$ cat config.mk
export PLATFORM = sky130hd
export DESIGN_NAME = blowfish_pkey_mixer
export DESIGN_NICKNAME = d
export VERILOG_FILES = /design/src/rtl/blowfish_pkey_mixer.sv
export SDC_FILE = /design/constraint.sdc
export NUM_CORES = 2
export LEC_CHECK = 0
export ABC_AREA = 1
export CAP_MARGIN = 15
export CORE_MARGIN = 3
export CORE_UTILIZATION = 50
export DETAILED_ROUTE_END_ITERATION = 10
export PLACE_DENSITY = 0.69
export SLEW_MARGIN = 20
export SYNTH_ARGS = -nofsm -noshare
export SYNTH_HDL_FRONTEND = slang
export SYNTH_SLANG_ARGS = --single-unit
$ cat constraint.sdc
create_clock -name Clk -period 6.3 [get_ports Clk]
set_input_delay 1.575 -clock Clk [delete_from_list [all_inputs] [get_ports Clk]]
set_output_delay 1.575 -clock Clk [all_outputs]
set_load 0.05 [all_outputs]
$ cat src/rtl/blowfish_pkey_mixer.sv
// Blowfish P-array key mixer: loads a key word by word, then XORs ROM init constants with the cyclic key.
// Optional build macro BLOWFISH_KEY_ZEROIZE_EN wipes the key on completion of each mix.
module blowfish_pkey_mixer #(
    parameter int NUM_P         = 20,
    parameter int WORD_W        = 32,
    parameter int MAX_KEY_WORDS = 16
) (
    input  logic                     Clk,
    input  logic                     Rst,
    input  logic                     key_valid,
    output logic                     key_ready,
    input  logic [WORD_W-1:0]        key_word,
    input  logic                     key_last,
    input  logic                     Enable,
    input  logic                     Encrypt,
    output logic                     pinit_rd,
    output logic [$clog2(NUM_P)-1:0] pinit_addr,
    input  logic [WORD_W-1:0]        pinit_data,
    input  logic [$clog2(NUM_P)-1:0] skey_idx,
    output logic [WORD_W-1:0]        skey_data,
    output logic                     skey_ready,
    output logic                     busy,
    output logic                     error
);

    localparam int AW     = $clog2(NUM_P);
    localparam int KIW    = (MAX_KEY_WORDS > 1) ? $clog2(MAX_KEY_WORDS) : 1;
    localparam int KLW    = $clog2(MAX_KEY_WORDS + 1);
    localparam int KDEPTH = 1 << KIW;

    typedef enum logic [1:0] {
        IDLE = 2'd0,
        MIX  = 2'd1,
        DONE = 2'd2
    } state_t;

    state_t            r_state;
    logic              r_key_ready;
    logic              r_busy;
    logic              r_error;
    logic              r_skey_ready;
    logic [WORD_W-1:0] r_skey_data;
    logic              r_pinit_rd;
    logic [AW-1:0]     r_pinit_addr;

    logic [WORD_W-1:0] r_p   [0:NUM_P-1];
    logic [WORD_W-1:0] r_key [0:KDEPTH-1];
    logic [KIW-1:0]    r_key_cnt;
    logic [KLW-1:0]    r_key_len;
    logic              r_key_loaded;

    logic              r_wr_en;
    logic [AW-1:0]     r_wr_idx;
    logic [KIW-1:0]    r_kidx;

    logic              w_key_hs;
    logic              w_cnt_last;
    logic              w_kidx_wrap;
    logic              w_idx_in_range;
    logic [AW-1:0]     w_rd_sel;

    always_comb begin
        w_key_hs       = key_valid & r_key_ready;
        w_cnt_last     = key_last | (r_key_cnt == KIW'(MAX_KEY_WORDS - 1));
        // Key index wraps at key_len, giving i mod key_len without a divider.
        w_kidx_wrap    = ((KLW'(r_kidx) + KLW'(1)) == r_key_len);
        w_idx_in_range = ({1'b0, skey_idx} < (AW + 1)'(NUM_P));
        w_rd_sel       = Encrypt ? skey_idx : (AW'(NUM_P - 1) - skey_idx);
    end

    // NOTE: all state below uses non-blocking assignments so every register sees
    // pre-edge values of the others, regardless of statement order.
    always_ff @(posedge Clk) begin
        if (Rst) begin
            r_state      <= IDLE;
            r_key_ready  <= 1'b1;
            r_busy       <= 1'b0;
            r_error      <= 1'b0;
            r_skey_ready <= 1'b0;
            r_skey_data  <= '0;
            r_pinit_rd   <= 1'b0;
            r_pinit_addr <= '0;
            r_key_cnt    <= '0;
            r_key_len    <= '0;
            r_key_loaded <= 1'b0;
            r_wr_en      <= 1'b0;
            r_wr_idx     <= '0;
            r_kidx       <= '0;
            // NOTE: the subkey and key arrays are reset explicitly so no stale key
            // material survives a reset; this keeps them in flops rather than RAM.
            for (int i = 0; i < NUM_P; i++) r_p[i] <= '0;
            for (int i = 0; i < KDEPTH; i++) r_key[i] <= '0;
        end else begin
            r_error     <= 1'b0;
            r_skey_data <= (r_skey_ready && w_idx_in_range) ? r_p[w_rd_sel] : '0;

            if (w_key_hs) begin
                r_key[r_key_cnt] <= key_word;
                r_key_loaded     <= w_cnt_last;
                if (w_cnt_last) begin
                    r_key_len <= KLW'(r_key_cnt) + KLW'(1);
                    r_key_cnt <= '0;
                end else begin
                    r_key_cnt <= r_key_cnt + KIW'(1);
                end
            end

            case (r_state)
                IDLE, DONE: begin
                    if (w_key_hs) begin
                        // A new key invalidates the current subkeys.
                        r_state      <= IDLE;
                        r_skey_ready <= 1'b0;
                        r_skey_data  <= '0;
                    end else if (Enable) begin
                        if (r_key_loaded) begin
                            r_state      <= MIX;
                            r_busy       <= 1'b1;
                            r_key_ready  <= 1'b0;
                            r_skey_ready <= 1'b0;
                            r_skey_data  <= '0;
                            r_pinit_rd   <= 1'b1;
                            r_pinit_addr <= '0;
                            r_wr_en      <= 1'b0;
                            r_wr_idx     <= '0;
                            r_kidx       <= '0;
                        end else begin
                            r_error <= 1'b1;
                        end
                    end
                end

                MIX: begin
                    // ROM data lags the read strobe by one cycle.
                    r_wr_en <= r_pinit_rd;
                    if (r_pinit_rd) begin
                        if (r_pinit_addr == AW'(NUM_P - 1)) begin
                            r_pinit_rd   <= 1'b0;
                            r_pinit_addr <= '0;
                        end else begin
                            r_pinit_addr <= r_pinit_addr + AW'(1);
                        end
                    end

                    if (r_wr_en) begin
                        r_p[r_wr_idx] <= pinit_data ^ r_key[r_kidx];
                        r_wr_idx      <= r_wr_idx + AW'(1);
                        r_kidx        <= w_kidx_wrap ? '0 : (r_kidx + KIW'(1));
                        if (r_wr_idx == AW'(NUM_P - 1)) begin
                            r_state      <= DONE;
                            r_busy       <= 1'b0;
                            r_key_ready  <= 1'b1;
                            r_skey_ready <= 1'b1;
`ifdef BLOWFISH_KEY_ZEROIZE_EN
                            r_key_loaded <= 1'b0;
                            for (int i = 0; i < KDEPTH; i++) r_key[i] <= '0;
`else
                            r_key_loaded <= r_key_loaded;
`endif
                        end
                    end
                end

                default: begin
                    r_state     <= IDLE;
                    r_key_ready <= 1'b1;
                    r_busy      <= 1'b0;
                end
            endcase
        end
    end

    assign key_ready  = r_key_ready;
    assign busy       = r_busy;
    assign error      = r_error;
    assign skey_ready = r_skey_ready;
    assign skey_data  = r_skey_data;
    assign pinit_rd   = r_pinit_rd;
    assign pinit_addr = r_pinit_addr;

endmodule
After elaboration in Yosys (flattened, before gate mapping) --
Memories as Yosys holds them, arrays and structs flattened. A register that Yosys moved wholly into a read port is not among the register bits. Index checks and enable logic that the tools add are counted.
Word-level totals: register bits 64, RAM bits 1152, bits of input ports 75, output and inout port bits 42, word-level logic and storage cells 125, memories 2
Memory list:
- r_p | words 20, width 32, rd ports 1, clocked after Yosys merged registers in 0, write ports 20, RTL line 46 | logic [WORD_W-1:0] r_p [0:NUM_P-1];
- r_key | words 16, width 32, rd ports 1, clocked after Yosys merged registers in 1, write ports 16, RTL line 47 | logic [WORD_W-1:0] r_key [0:KDEPTH-1];
Operators by class: $add $sub $neg 7, $lt $le $gt $ge 1, equality and inequality tests 15, multiplexer cells 67, bitwise gates (word level) 5, reductions and logical operators 14
Operators with widths (number):
- two-way mux 32 bit | 7
- OR reduction 32 bit | 2
- two-way mux 5 bit | 8
- two-way mux 4 bit | 9
- bitwise XOR 32 bit | 1
- two-way mux 1 bit | 29
- case mux 5 bit (2 select lines) | 2
- AND reduction 5 bit | 4
- inequality test 2 bit, second input constant | 6
- adder 4 x 1 -> 5 bit, second input constant | 2
- adder 5 x 1 -> 5 bit, second input constant | 2
- equality test 5 bit, second input constant | 2
- two-way mux 2 bit | 5
- case mux 1 bit (2 select lines) | 5
- inequality test 3 bit, second input constant | 3
- adder 4 x 1 -> 4 bit, second input constant | 2
- case mux 4 bit (2 select lines) | 1
- AND reduction 4 bit | 2
- equality test 5 bit | 1
- less-than comparator 5 bit, second input constant | 1
- subtractor 5 bit, first input constant | 1
- equality test 4 bit, second input constant | 1
- case mux 2 bit (2 select lines) | 1
- OR reduction 4 bit | 1
- other kinds (10) | 11

Longest topological paths before layout --
An unclocked memory read counts as a cell.
depth after elaboration 8, gate-level depth with buffers 13, mapped depth without buffers 11

Worst setup path after synthesis --
Ideal clock, no wire load.
kind input -> register, start input port Rst, end memory r_p[23][0] (enable), setup time 0.421 ns, arrival 3.567 ns, data required time 5.879 ns, path slack 2.312 ns, cell stages on the path 6, path buffers 1, cell sequence clkbuf_1 > nor2_2 > inv_1 > nor2_4 > inv_1 > nor2_1
RTL lines:
- start, declared | RTL line 9 | input logic Rst,
- end, declared | RTL line 46

Worst setup path after layout --
start input port skey_idx[2], end register r_skey_data[10] (netlist: skey_data[10])
On the way: longest elaborated chain between the ends 8, elaborated cells on any way between the ends 10, those cells by class add/sub: 1; order compare: 1; mux: 6; reduce/logical: 1; memory: 1
Ends and longest elaborated chain:
- start, declared | RTL line 19 | input logic [$clog2(NUM_P)-1:0] skey_idx,
- subtractor 5 bit | RTL line 68 | w_rd_sel = Encrypt ? skey_idx : (AW'(NUM_P - 1) - skey_idx);
- two-way mux 5 bit | RTL line 68
- memory (20 x 32 bit)
- two-way mux 32 bit (*) | RTL line 95 | r_skey_data <= (r_skey_ready && w_idx_in_range) ? r_p[w_rd_sel] : '0;
- two-way mux 32 bit | RTL line 116 | if (r_key_loaded) begin
- two-way mux 32 bit | RTL line 115 | end else if (Enable) begin
- two-way mux 32 bit | RTL line 110 | if (w_key_hs) begin
- two-way mux 32 bit (*) | RTL line 108 | case (r_state)
- end signal, assigned | RTL line 95
- end, declared | RTL line 42 | logic [WORD_W-1:0] r_skey_data;
Mark *: on every way between the ends. The rest lies on a longest branch, timed or not. A chain may end at the register's enable or synchronous reset.

==> run_results.csv <==
group,metric,value,unit
grt,grt.overflow.total,0,
clocking,cts_setup_buffers,0,
sta,worst_pin_slew,1.19,ns
setup_path,cp_slowest_cell,"clkinv_2",
run,max_cap_viol_count,0,
pwr,powerDensity,298,nW/um^2
pwr,peakVddDrop,0.217,mV
clocking,max-clock-path-buffers,3,
route,wl,207,mm
die,die_h,382,um
sta,finalCritPeriodShare,64.3,%
sta,rsz0062_at_grt,"no",
placed_design,dp_hpwl,114,mm
synthesis,synthDistinctLibCells,31,
setup_path,crit_end,"skey_data[10]",
sta,finalSetupTns,0,ns
die,core-area,140000,sq um
placed_design,pre_cts_ws,1.48,ns
synthesis,syn-num-nets,6954,
layout,drive_gt1_share,6.62,%
clocking,numClockSinks,1604,
setup_path,r2r-end,"r_p[20][13]",
sta,relSlewSlack,20.5,%
outcome,status,"finished clean",
setup_path,crit_start,"skey_idx[2]",
route,drc,0,
clocking,cts-htree-levels,4,
die,start_util,50.5,%
route,dr_total_vias,51800,
setup_path,required,6.98,ns
route,ant_nets,0,
grt,grt_pass1_wl,309,mm
sta,fmax,247,MHz
route,vias_per_cell,5.90,
grt,grt_pass1_vias,49700,
clocking,path_clk_slew,0.06,ns
die,ioPinCount,117,
synthesis,ys_ff_latch,1604,
setup_path,startpoint_type,"input port",
synthesis,yosys_warnings,0,
route,initialDrtViolationCount,6558,
sta,final.setup_skew,0.0602,ns
die,die_area,146000,sq um
sta,period_needed,4.05,ns
setup_path,path_max_fanout,81,
hold_path,hold_depth,1,
setup_path,r2r_cells,8,
setup_path,cpPeakStageDelay,0.80,ns
setup_path,regToRegSetupSlack,2.36,ns
clocking,ctsHoldBuffers,0,
clocking,cts_tree,"yes",
synthesis,syn_avg_cell_area,10.3,sq um
synthesis,syn_area,70600,sq um
clocking,cts_made_buffers,166,
clocking,root_buffer,"clkbuf_16",
setup_path,cp_data_arrival_time,4.74,ns
pwr,leakagePower,29.0,nW
hold_path,min_path_type,"register to register",
sta,setup_slack,2.25,ns
setup_path,worst-setup-path-type,"input port to register",
setup_path,path_cells,"buf_6 > inv_6 > ha_1 > nand2_1 > xnor2_1 > clkinv_2 > buf_4 > a21oi_1 > nor2_1",
grt,grt_max_degree,161,
layout,register_area,47500,sq um
synthesis,yosysSeqAreaShare,67.3,%
layout,syn_to_final_growth,11.2,%
placed_design,gp_congestion,0.822,
sta,hold_violations,0,
clocking,post_cts_resized,0,
route,drt_pass1_iterations,9,
die,num_rows,137,
clocking,clk_latency,0.81,ns
sta,setup_viol,0,
grt,grt_usage,28.0,%
sta,maxSlewViolCount,0,
synthesis,syn_inst,6868,
layout,layout.nets,6842,
grt,antenna_found_initial,3,
layout,n_fill_cell,11700,
placed_design,port_buffers,116,
setup_path,end_kind,"register",
layout,multi_input_area,19400,sq um
die,die_w,382,um
route,avgRoutedWirePerCell,23.6,um
[per-stage QoR]
stage | std cells | hold slack, ns | utilization (%) | cell area (sq um) | total power [W]
global route | 8775 | 0.503 | 56.1 | 78500 | 0.0241
finish | 8777 | 0.480 | 56.1 | 78500 | 0.0234
detailed placement | 8463 | 0.467 | 52.3 | 73200 | 0.0141
CTS | 8774 | 0.475 | 56.1 | 78400 | 0.0235
global placement | 8463 | 0.467 | 52.3 | 73200 | 0.0141
floorplan | 6868 | 0.416 | - | 70600 | 0.0134
[area by class of cell]
class                   instances  area share [%]
flip-flops and latches       1604            60.5
well taps                    1876            2.99
diodes                          2         0.00638
repair buffers                274            3.32
inverters                     377            1.82
clock buffers                 221            5.72
clock inverters                90           0.942
multi-input cells            4333            24.7
[report_power, final]
group          switching (W)  internal (W)  total, W
Sequential         0.0000772        0.0120    0.0121
Combinational        0.00141      0.000436   0.00185
Clock                0.00417       0.00532   0.00949
[kinds of logic after synthesis]
group                    after synthesis  synth area share (%)
AO/OA/AOI/OAI                        457                  3.72
XOR/XNOR                               9                 0.112
adder cells (fa/ha/maj)               11                 0.195
buffers and inverters                931                  5.63
flip-flops                          1604                  67.3
AND/OR/NAND/NOR                     3856                  23.1
[synth_stat cells]
master	count	area [sq um]
nand4_1	2	12.5
o2111ai_1	1	8.76
buf_4	11	82.6
nor2_1	1229	4610
a21oi_1	181	906
o211ai_1	128	961
nand3b_1	32	240
o21ai_1	2	10.0
nor3_1	12	60.1
ha_1	11	138
buf_6	24	270
o21a_1	1	7.51
xor2_1	5	43.8
o22ai_1	3	18.8
buf_2	207	1040
clkbuf_1	254	953
a211oi_1	2	15.0
nor3b_1	1	7.51
xnor2_1	4	35.0
o21ai_0	139	696
edfxtp_1	1536	46100
dfxtp_1	68	1360
nor3_2	1	10.0
nand3_1	1296	6490
nor2_4	2	22.5
nand2_1	1277	4790
nand2_2	3	18.8
inv_1	371	1390
inv_2	6	22.5
buf_1	58	218
nor2_2	1	6.26
[worst min path at each step]
stage	startpoint	end	slack, ns
after floorplan	r_key_loaded	error	0.42
after global placement	r_key_loaded	error	0.47
after detailed placement	r_key_loaded	error	0.47
after CTS	r_key_loaded	error	0.47
after global routing	r_key_loaded	error	0.50
final	r_key_loaded	error	0.48
[critical path: cells and delay by family]
kind            cells  cell delay, ns
compound gates      1            0.20
xor+xnor            1            0.14
simple gates        2            0.15
buf+inv             4            2.27
fa+ha+maj           1            0.31
[routing by layer]
layer	track usage (%)	share of wire (%)	up-vias
met3	5.05	10	530
li1	-	-	23200
met5	0	0.0053	-
met1	36.5	37	25000
met4	11.3	4.0	2
met2	46.4	48	3035
[registers in the layout (all words and copies together) (netlist names), named ones only]
signal	count
key_ready	1
r_p	1024
busy	1
r_key	512
pinit_addr	5
skey_ready	1
error	1
r_key_loaded	1
r_wr_en	1
r_state	2
r_key_cnt	4
r_kidx	4
r_key_len	5
r_wr_idx	5
pinit_rd	1
skey_data	32
[placed cells by master, fill, tap and decap left out, drive strengths merged, types with 11 or more instances in the layout]
| cell type | synthesis | final |
|---|---|---|
| o211ai | 128 | 128 |
| inv | 377 | 380 |
| buf | 300 | 159 |
| clkdlybuf4s50 | 0 | 115 |
| o21ai | 141 | 141 |
| dfxtp | 68 | 68 |
| nand2 | 1280 | 1280 |
| edfxtp | 1536 | 1536 |
| nand3 | 1296 | 1296 |
| nor2 | 1232 | 1232 |
| a21oi | 181 | 181 |
| clkbuf | 254 | 221 |
| ha | 11 | 11 |
| nand3b | 32 | 32 |
| nor3 | 13 | 13 |
| clkinv | 0 | 79 |
Note: power is estimated with default switching activity, not from simulation.
